$ cat src/rtl/fetch_sequencer.sv
// Instruction-fetch sequencer: owns the PC, reads a combinational ROM, buffers words in a prefetch FIFO.
// Optional macro FETCH_WRAP_EN: end of ROM wraps the PC to 0 instead of halting.
module fetch_sequencer #(
    parameter int N          = 32,
    parameter int DEPTH      = 32,
    parameter int FIFO_DEPTH = 2
) (
    input  logic         clk,
    input  logic         reset,
    output logic [N-1:0] rom_addr,
    input  logic [N-1:0] rom_instr,
    input  logic         redirect_valid,
    input  logic [N-1:0] redirect_pc,
    output logic         out_valid,
    input  logic         out_ready,
    output logic [N-1:0] out_instr,
    output logic [N-1:0] out_pc,
    output logic         halted
);

    localparam int AW = $clog2(DEPTH);
    localparam int PW = $clog2(FIFO_DEPTH);
    localparam int CW = PW + 1;
    localparam logic [CW-1:0] FULL_CNT = CW'(FIFO_DEPTH);
    localparam logic [CW-1:0] ZERO_CNT = {CW{1'b0}};
    localparam logic [AW-1:0] LAST_PC  = AW'(DEPTH - 1);
    localparam logic [5:0]    J_OPCODE = 6'b000010;

    typedef enum logic {
        ST_RUN  = 1'b0,
        ST_HALT = 1'b1
    } state_t;

    state_t          state_q, state_d;
    logic [AW-1:0]   pc_q, pc_d;
    logic [N-1:0]    instr_q [FIFO_DEPTH];
    logic [N-1:0]    instr_d [FIFO_DEPTH];
    logic [AW-1:0]   epc_q [FIFO_DEPTH];
    logic [AW-1:0]   epc_d [FIFO_DEPTH];
    logic [PW-1:0]   rd_ptr_q, rd_ptr_d;
    logic [PW-1:0]   wr_ptr_q, wr_ptr_d;
    logic [CW-1:0]   count_q, count_d;
    logic            pop_s;
    logic            push_s;
    logic            is_jump_s;
    logic [27:0]     jump_word_s;
    logic            unused_s;

    // Only the low AW bits of a redirect target address the ROM.
    assign unused_s = ^redirect_pc[N-1:AW];

    assign rom_addr  = {{(N-AW){1'b0}}, pc_q};
    assign out_valid = (count_q != ZERO_CNT);
    assign out_instr = out_valid ? instr_q[rd_ptr_q] : {N{1'b0}};
    assign out_pc    = out_valid ? {{(N-AW){1'b0}}, epc_q[rd_ptr_q]} : {N{1'b0}};
`ifdef FETCH_WRAP_EN
    assign halted    = 1'b0;
`else
    assign halted    = (state_q == ST_HALT);
`endif

    // Next-state: redirect flushes, otherwise pop head and push the current ROM word.
    always_comb begin
        state_d     = state_q;
        pc_d        = pc_q;
        instr_d     = instr_q;
        epc_d       = epc_q;
        rd_ptr_d    = rd_ptr_q;
        wr_ptr_d    = wr_ptr_q;
        count_d     = count_q;
        pop_s       = out_valid && out_ready;
        is_jump_s   = (rom_instr[31:26] == J_OPCODE);
        jump_word_s = {rom_instr[25:0], 2'b00};
        push_s      = !redirect_valid && (state_q == ST_RUN) && ((count_q != FULL_CNT) || pop_s);

        if (redirect_valid) begin
            // A simultaneous pop was already taken by downstream; everything else is discarded.
            count_d  = ZERO_CNT;
            rd_ptr_d = {PW{1'b0}};
            wr_ptr_d = {PW{1'b0}};
            pc_d     = redirect_pc[AW-1:0];
            state_d  = ST_RUN;
        end else begin
            if (pop_s) begin
                rd_ptr_d = rd_ptr_q + PW'(1);
            end else begin
                rd_ptr_d = rd_ptr_q;
            end
            if (push_s) begin
                instr_d[wr_ptr_q] = rom_instr;
                epc_d[wr_ptr_q]   = pc_q;
                wr_ptr_d          = wr_ptr_q + PW'(1);
                if (is_jump_s) begin
                    pc_d = jump_word_s[AW-1:0];
                end else if (pc_q == LAST_PC) begin
`ifdef FETCH_WRAP_EN
                    pc_d = {AW{1'b0}};
`else
                    state_d = ST_HALT;
`endif
                end else begin
                    pc_d = pc_q + AW'(1);
                end
            end else begin
                wr_ptr_d = wr_ptr_q;
            end
            case ({push_s, pop_s})
                2'b10:   count_d = count_q + CW'(1);
                2'b01:   count_d = count_q - CW'(1);
                default: count_d = count_q;
            endcase
        end
    end

    // State, PC and FIFO registers with asynchronous reset.
    always_ff @(posedge clk or posedge reset) begin
        if (reset) begin
            state_q  <= ST_RUN;
            pc_q     <= {AW{1'b0}};
            rd_ptr_q <= {PW{1'b0}};
            wr_ptr_q <= {PW{1'b0}};
            count_q  <= ZERO_CNT;
            for (int i = 0; i < FIFO_DEPTH; i++) begin
                instr_q[i] <= {N{1'b0}};
                epc_q[i]   <= {AW{1'b0}};
            end
        end else begin
            state_q  <= state_d;
            pc_q     <= pc_d;
            rd_ptr_q <= rd_ptr_d;
            wr_ptr_q <= wr_ptr_d;
            count_q  <= count_d;
            for (int i = 0; i < FIFO_DEPTH; i++) begin
                instr_q[i] <= instr_d[i];
                epc_q[i]   <= epc_d[i];
            end
        end
    end

endmodule

$ cat config.mk
export PLATFORM = sky130hd
export DESIGN_NAME = fetch_sequencer
export DESIGN_NICKNAME = d
export VERILOG_FILES = /design/src/rtl/fetch_sequencer.sv
export SDC_FILE = /design/constraint.sdc
export NUM_CORES = 1
export LEC_CHECK = 0
export ABC_AREA = 0
export BUFFER_PORTS_ARGS = -buffer_cell sky130_fd_sc_hd__clkbuf_2
export CAP_MARGIN = 10
export CORE_MARGIN = 3
export CORE_UTILIZATION = 30
export CTS_CLUSTER_SIZE = 25
export DETAILED_ROUTE_END_ITERATION = 16
export SYNTH_ARGS = -nofsm -noshare
export SYNTH_HDL_FRONTEND = slang
export SYNTH_SLANG_ARGS = --single-unit
$ cat constraint.sdc
create_clock -name clk -period 4.7 [get_ports clk]
set_input_delay 0.47 -clock clk [delete_from_list [all_inputs] [get_ports clk]]
set_output_delay 0.47 -clock clk [all_outputs]
set_load 0.02 [all_outputs]
==> results of run 1 <==
==> sequential cells by signal (all words and copies together), names as in the netlist <==
signal / flops
instr_q: 64
epc_q: 10
pc_q: 5
count_q: 2
halted: 1
rd_ptr_q: 1
wr_ptr_q: 1
==> final cells by class <==
| type | count | area (sq um) | share of cell area |
|---|---|---|---|
| Clock buffer | 9 | 225 | 0.0438 |
| Clock inverter | 6 | 32.5 | 0.00633 |
| Inverter | 2 | 8.76 | 0.00170 |
| Multi-Input combinational cell | 261 | 2090 | 0.407 |
| Sequential cell | 84 | 2100 | 0.409 |
| Tap cell | 184 | 230 | 0.0448 |
| Timing Repair Buffer | 88 | 450 | 0.0876 |
==> worst paths after layout <==
check                      slack [ns]  cells after the start                     from                      end
setup / recovery                 2.12                      4     rd_ptr_q$_DFFE_PP0P_                out_pc[2]
hold / removal                   0.28                      2                    reset  instr_q[28]$_DFFE_PP0P_
setup reg to reg                 2.58                      5   count_q[1]$_DFFE_PP0P_  instr_q[14]$_DFFE_PP0P_
hold reg to reg                  0.49                      1  instr_q[62]$_DFFE_PP0P_  instr_q[62]$_DFFE_PP0P_
max in group asynchronous        3.47                      3                    reset  instr_q[23]$_DFFE_PP0P_
min in group clk                 0.37                      2            rom_instr[21]  instr_q[53]$_DFFE_PP0P_
==> kinds of logic (layout without fill, tap and decap cells) <==
family | after synthesis | after routing
XOR/XNOR | 5 | 5
buffers and inverters | 74 | 105
AO/OA/AOI/OAI | 19 | 19
flip-flops | 84 | 84
multiplexers | 116 | 116
adder cells (fa/ha/maj) | 2 | 2
other | 1 | 54
AND/OR/NAND/NOR | 65 | 65
==> power groups by stage <==
stage / Sequential, mW / Clock [mW] / Combinational, mW
after detailed placement: 1.12 / 0 / 0.831
after CTS: 1.11 / 0.645 / 0.833
after global placement: 1.10 / 0 / 0.814
final: 1.10 / 0.618 / 0.817
after global routing: 1.14 / 0.674 / 0.895
after floorplan: 1.07 / 0 / 0.686
==> synth_stat cells (2+ instances only) <==
library cell	instances	area, sq um
xor2_1	2	17.5
buf_1	3	11.3
mux2_4	25	375
nor2_1	45	169
dfrtp_1	84	2100
mux2_1	7	78.8
mux2_2	47	529
ha_1	2	25.0
xnor2_1	3	26.3
mux2i_1	37	370
nor3_1	2	10.0
inv_1	2	7.51
nand2_1	5	18.8
buf_2	4	20.0
buf_4	55	413
a21oi_1	5	25.0
clkbuf_8	2	27.5
buf_6	6	67.6
o21ai_0	7	35.0
clkbuf_1	2	7.51
nand3_1	3	15.0
==> through the flow <==
stage	hold slack, ns	std cells
after detailed placement	0.479	619
after floorplan	0.457	419
final	0.277	634
after global routing	0.354	634
after global placement	0.466	619
after CTS	0.305	634
==> routing by layer <==
metal	up-vias	track usage	wire length, microns
li1	1304	-	-
met1	1384	0.137	3910
met2	93	0.181	4290
met3	13	0.0280	478
met4	0	0.0519	174
met5	-	0	0
==> results.toml, run 1 <==
[run_status]
status = "finished, final reports clean"

[grt]
grt_max_degree = 54
grt_pass1_wl_microns = 14300
grt_use_total = 0.111
grt.overflow.total = 0
first_global_vias = 2756
antenna_found_initial = 0

[logic_synthesis]
yosysSeqAreaShare = 0.463
yosys_warnings = 0
synth.distinct_cells = 39
syn-cell-area_sq_um = 4540
synthMuxAreaShare = 0.298
synth_compound_area_frac = 0.0314
synth-edff-count = 0
synth-simple-area-share = 0.0697
ys_ff_latch = 84
syn_inst = 366
async_flop_share = 1.00
avgSynthCellArea_sq_um = 12.4
synth_top_family_by_area = "multiplexers"
synth_ff_type = "dfrtp_1"
synth_xor_area_frac = 0.00964
synth_adder_area_share = 0.00551

[die]
die_area_sq_um = 16700
chipWidth_microns = 129
die_y_microns = 129
core_sq_um = 14700
row_count = 44
initial_core_util = 0.309
io_pins = 166

[critical_path]
timing.critical_path.to_type = "primary output"
start_kind = "flop"
crit_required_ns = 4.23
arrival_ns = 2.11
path_max_fanout = 20
worst-path-buf-inv = 2
cp_top_family = "flip-flops"
cp_cell_sequence = "buf_4 > mux2i_1 > nor2_1 > clkbuf_2"
worstSetupPathType = "reg -> out"
cpPeakStageDelay_ns = 0.75
crit_slowest_cell = "dfrtp_2"

[final_layout]
syn2layout_area_growth_pct = 13.2
n_antenna_cell = 0
nFillCells = 1510
final_common_cell = "clkbuf_2"
final_nets = 516
final_util = 0.350
final_area_sq_um = 5140
drive_gt1_frac = 0.420
mostFrequentLayoutCells = "84 x clkbuf_2, 83 x dfrtp_1, 54 x conb_1"

[route]
routedWlPerCell_microns = 14.0
drtIter0Drc = 72
via_count = 2794
drtPass1Iterations = 4
routed_wl_microns = 8860
ant_nets = 0
drc = 0
viasPerCell = 4.41

[placement]
placed_area_sq_um = 4880
port-buffer-count = 84
gp_congestion = 0.726
post-place-ws_ns = 2.44
dp_hpwl_microns = 6210

[sta]
max_slew_margin = 0.354
rsz0062_at_grt = "false"
slew_violations = 0
hold_viol = 0
period_share = 0.548
tns_ns = 0
fmax_ghz = 0.388
setup_violations = 0
fin_ws_ns = 2.12
tightest_slew_ns = 0.967
min_period_ns = 2.58
fin_skew_ns = 0.00645

[power]
p_switching_mw = 0.831
power_switching_share = 0.328
p_leak_nw = 2.41
combPwrFrac = 0.322
vdd_ir_drop_max_v = 0.000189
power.density_nw_per_um2 = 493
p_total_mw = 2.54
intPower_mw = 1.71
p_seq_frac = 0.434
p_clk_frac = 0.243

[clocking]
clkSlewWorstSetupHoldPaths_ns = 0.06
post-cts-setup-buffers = 0
cts_root_buf = "clkbuf_16"
h-tree-depth = 3
cts_tree = "built"
cts_hold_buf = 0
cts.sinks = 84
cts_resized = 0
cts_buffers = 9
clock_latency_ns = 0.34
cts_buffer_depth = 2

[min_path]
hp-class = "in -> async"

[flow_run]
maxCapViolCount = 0
No activity file was read; power rests on OpenSTA's default activity.
==> inputs of run 2 (changes only) <==
==> constraint.sdc (replaced) <==
create_clock -name clk -period 2.1 [get_ports clk]
set_input_delay 0.21 -clock clk [delete_from_list [all_inputs] [get_ports clk]]
set_output_delay 0.21 -clock clk [all_outputs]
set_load 0.02 [all_outputs]
==> results.toml, run 2 (same netlist as run 1, synthesis figures left out) <==
[die]
core_sq_um = 14700
row_count = 44
initial_core_util = 0.309
io_pins = 166
chipWidth_microns = 129
die_area_sq_um = 16700
die_y_microns = 129

[final_layout]
final_area_sq_um = 5270
n_antenna_cell = 0
largest_registers = "instr_q x64, epc_q x10, pc_q x5"
mostFrequentLayoutCells = "84 x clkbuf_2, 83 x dfrtp_1, 54 x conb_1"
final_nets = 522
nFillCells = 1454
final_common_cell = "clkbuf_2"
largest_reg_flops = 64
final_cells = 641
multiInputGateArea_sq_um = 2090
top_register = "instr_q"
final_util = 0.359
drive_gt1_frac = 0.427
ff_latch_area_sq_um = 2100
syn2layout_area_growth_pct = 16.1

[critical_path]
path_max_fanout = 37
arrival_ns = 2.11
r2r-start = "count_q[1]$_DFFE_PP0P_"
worstSetupPathType = "reg -> reg"
timing.critical_path.to_type = "flop"
crit_required_ns = 2.32
worstSetupStartpoint = "count_q[1]$_DFFE_PP0P_"
crit_slowest_cell = "dfrtp_1"
start_kind = "flop"
cpPeakStageDelay_ns = 0.48
worst-path-buf-inv = 1
cp_top_family = "simple AND/OR/NAND/NOR gates"
cp_cell_sequence = "nor3b_4 > nor2_2 > nand3b_1 > buf_12 > mux2_2"

[power]
vdd_ir_drop_max_v = 0.000483
power.density_nw_per_um2 = 1120
p_leak_nw = 2.46

[min_path]
min_from = "rom_instr[8]"
hp-class = "in -> reg"

[route]
viasPerCell = 4.43
routedWlPerCell_microns = 14.2
ant_nets = 0
routed_wl_microns = 9110
drtPass1Iterations = 4
via_count = 2838
drtIter0Drc = 82
drc = 0

[clocking]
cts_root_buf = "clkbuf_16"
clkSlewWorstSetupHoldPaths_ns = 0.06
cts_buffers = 9
cts_tree = "built"
post-cts-setup-buffers = 0
cts_hold_buf = 1
cts_buffer_depth = 2
clock_latency_ns = 0.34
cts.sinks = 84
h-tree-depth = 3
cts_resized = 0

[sta]
rsz0062_at_grt = "false"
min_period_ns = 1.89
period_share = 0.899
fin_hold_ws_ns = 0.110
setup_violations = 0
slew_violations = 0
hold_viol = 0
fin_skew_ns = 0.00805
tns_ns = 0
fmax_ghz = 0.529

[placement]
port-buffer-count = 84
dp_hpwl_microns = 6380
placed_area_sq_um = 4960
gp_congestion = 0.826
dp_cells = 624

[grt]
first_global_vias = 2824
antenna_found_initial = 0
grt_max_degree = 85
grt_pass1_wl_microns = 14700
grt_use_total = 0.114
grt.overflow.total = 0

[run_status]
status = "finished, final reports clean"

[flow_run]
maxCapViolCount = 0
-- run 2: power breakdown --
part	internal, mW	switching, mW
registers	2.14	0.298
logic	0.922	0.970
clock network	0.926	0.656
-- run 2: metal layers --
metal	share of wire	global-route usage	routed length [microns]
met1	0.44	0.142	3990
met2	0.49	0.186	4490
met3	0.053	0.0354	483
met4	0.015	0.0408	139
met5	0	0	0
-- run 2: path summary, 6_finish.rpt --
kind	cells after the start	slack (ns)	to
max reg2reg	5	0.21	instr_q[18]$_DFFE_PP0P_
min reg2reg	1	0.49	instr_q[6]$_DFFE_PP0P_
min in group asynchronous	4	0.53	instr_q[41]$_DFFE_PP0P_
max	5	0.21	instr_q[18]$_DFFE_PP0P_
max in group asynchronous	4	1.19	instr_q[22]$_DFFE_PP0P_
min	2	0.11	instr_q[8]$_DFFE_PP0P_
-- run 2: final cells by class --
cell class	instances	share of cell area
repair buffers	94	0.102
flip-flops and latches	84	0.399
clock inverters	7	0.0145
well taps	184	0.0437
inverters	2	0.00214
clock buffers	9	0.0427
multi-input cells	261	0.397
-- run 2: metrics by stage --
stage / worst slack [ns] / total power, mW
after floorplan: 0.259 / 3.94
after global placement: 0.271 / 4.32
after detailed placement: 0.199 / 4.40
after CTS: 0.172 / 6.04
after global routing: 0.102 / 6.31
final: 0.211 / 5.91
==> inputs of run 3 (changes only) <==
--- a/config.mk
+++ b/config.mk
@@ -8,8 +8,9 @@
 export ABC_AREA = 0
 export BUFFER_PORTS_ARGS = -buffer_cell sky130_fd_sc_hd__clkbuf_2
 export CAP_MARGIN = 10
-export CORE_MARGIN = 3
+export CORE_MARGIN = 2
 export CORE_UTILIZATION = 30
+export CTS_BUF_LIST = sky130_fd_sc_hd__clkbuf_8
 export CTS_CLUSTER_SIZE = 25
 export DETAILED_ROUTE_END_ITERATION = 16
 export SYNTH_ARGS = -nofsm -noshare
==> results.toml, run 3 (same netlist as run 1, synthesis figures left out) <==
[run_status]
status = "finished, final reports clean"

[final_layout]
final_common_cell = "clkbuf_2"
final_nets = 526
top_register = "instr_q"
mostFrequentLayoutCells = "84 x clkbuf_2, 83 x dfrtp_1, 54 x conb_1"
largest_registers = "instr_q x64, epc_q x10, pc_q x5"
drive_gt1_frac = 0.432
final_cells = 645
largest_reg_flops = 64
n_antenna_cell = 0
nFillCells = 1479
syn2layout_area_growth_pct = 15.0
final_area_sq_um = 5220

[clocking]
cts_root_buf = "clkbuf_8"
clock_latency_ns = 0.37
cts_resized = 0
cts_tree = "built"
clkSlewWorstSetupHoldPaths_ns = 0.09
post-cts-setup-buffers = 0
cts_hold_buf = 1
h-tree-depth = 3
cts.sinks = 84
cts_buffer_depth = 2
cts_buffers = 9

[grt]
first_global_vias = 2943
grt_max_degree = 38
grt.overflow.total = 0
grt_pass1_wl_microns = 15000
grt_use_total = 0.120
grtUsageMet2 = 0.194
antenna_found_initial = 0
use_met3 = 0.0360
grt_busiest_layer = "met2"
met1_usage = 0.149

[power]
p_total_mw = 5.55
p_leak_nw = 2.45
power.density_nw_per_um2 = 1060
vdd_ir_drop_max_v = 0.000489

[min_path]
hp-class = "in -> reg"

[placement]
port-buffer-count = 84
dp_hpwl_microns = 6390
placed_area_sq_um = 5000
gp_congestion = 0.796
dp_cells = 628

[sta]
fmax_ghz = 0.543
tns_ns = 0
hold_viol = 0
rsz0062_at_grt = "false"
slew_violations = 0
setup_violations = 0
max_slew_margin = 0.633
min_period_ns = 1.84
period_share = 0.877
fin_skew_ns = 0.00922
tightest_slew_ns = 0.549

[route]
drc = 0
routed_wl_microns = 9060
drtPass1Iterations = 4
ant_nets = 0
routedWlPerCell_microns = 14.0
via_count = 2866
viasPerCell = 4.44
drtIter0Drc = 68

[die]
chipWidth_microns = 127
core_sq_um = 14600
die_y_microns = 127
io_pins = 166
initial_core_util = 0.310
die_area_sq_um = 16100
row_count = 44

[flow_run]
maxCapViolCount = 0

[critical_path]
crit_slowest_cell = "dfrtp_1"
start_kind = "flop"
cp_cell_sequence = "nor3b_4 > nor2_2 > nand3b_1 > buf_12 > mux2_2"
arrival_ns = 2.10
cpPeakStageDelay_ns = 0.48
timing.critical_path.to_type = "flop"
worstSetupPathType = "reg -> reg"
crit_required_ns = 2.36
path_max_fanout = 37
-- run 3: cell types whose count changed in the layout (fill, tap and decap cells not counted), sizes merged --
cell      before  now
buf            9   13
clkinvlp       3    1
inv            2    4
-- run 3: final cells by class --
| class | instances | area (sq um) | share of cell area |
|---|---|---|---|
| inverter | 2 | 11.3 | 0.00216 |
| clock buffer | 9 | 124 | 0.0237 |
| tap | 184 | 230 | 0.0441 |
| multi-input combinational | 261 | 2090 | 0.401 |
| sequential | 84 | 2100 | 0.403 |
| timing repair buffer | 98 | 578 | 0.111 |
| clock inverter | 7 | 82.6 | 0.0158 |
-- run 3: power breakdown --
| group | switching, mW | total (mW) | internal, mW | leakage [nW] |
|---|---|---|---|---|
| Combinational | 0.979 | 1.92 | 0.939 | 1.36 |
| Clock | 0.639 | 1.21 | 0.568 | 0.105 |
| Sequential | 0.293 | 2.43 | 2.14 | 0.988 |
-- run 3: final timing paths --
path                                         start  slack (ns)                 endpoint  cells after the start
max                         count_q[0]$_DFFE_PP0P_        0.26  instr_q[23]$_DFFE_PP0P_                      5
min                                   rom_instr[6]        0.07   instr_q[6]$_DFFE_PP0P_                      2
max reg2reg                 count_q[0]$_DFFE_PP0P_        0.26  instr_q[23]$_DFFE_PP0P_                      5
min reg2reg                instr_q[59]$_DFFE_PP0P_        0.50  instr_q[59]$_DFFE_PP0P_                      1
max in group asynchronous                    reset        1.10  instr_q[37]$_DFFE_PP0P_                      4
min in group asynchronous                    reset        0.42  instr_q[63]$_DFFE_PP0P_                      3
-- run 3: metrics by stage --
stage,util,worst slack [ns],hold WS (ns)
after floorplan,-,0.259,0.342
after global placement,0.342,0.286,0.286
after detailed placement,0.342,0.260,0.287
after CTS,0.357,0.207,0.0401
after global routing,0.357,0.120,0.0441
final,0.357,0.258,0.0654
-- run 3: per-layer routing --
metal  wire, microns  vias to the layer above
met3             512                       12
met1            4010                     1425
met4             191                        0
met5               0                        -
li1                -                     1330
met2            4340                       99
-- run 3: worst max-delay path: cells and delay by family, from the launching register on --
family	cells	cell delay, ns
buf+inv	1	0.28
flops	1	0.48
mux	1	0.37
simple gates	3	0.58
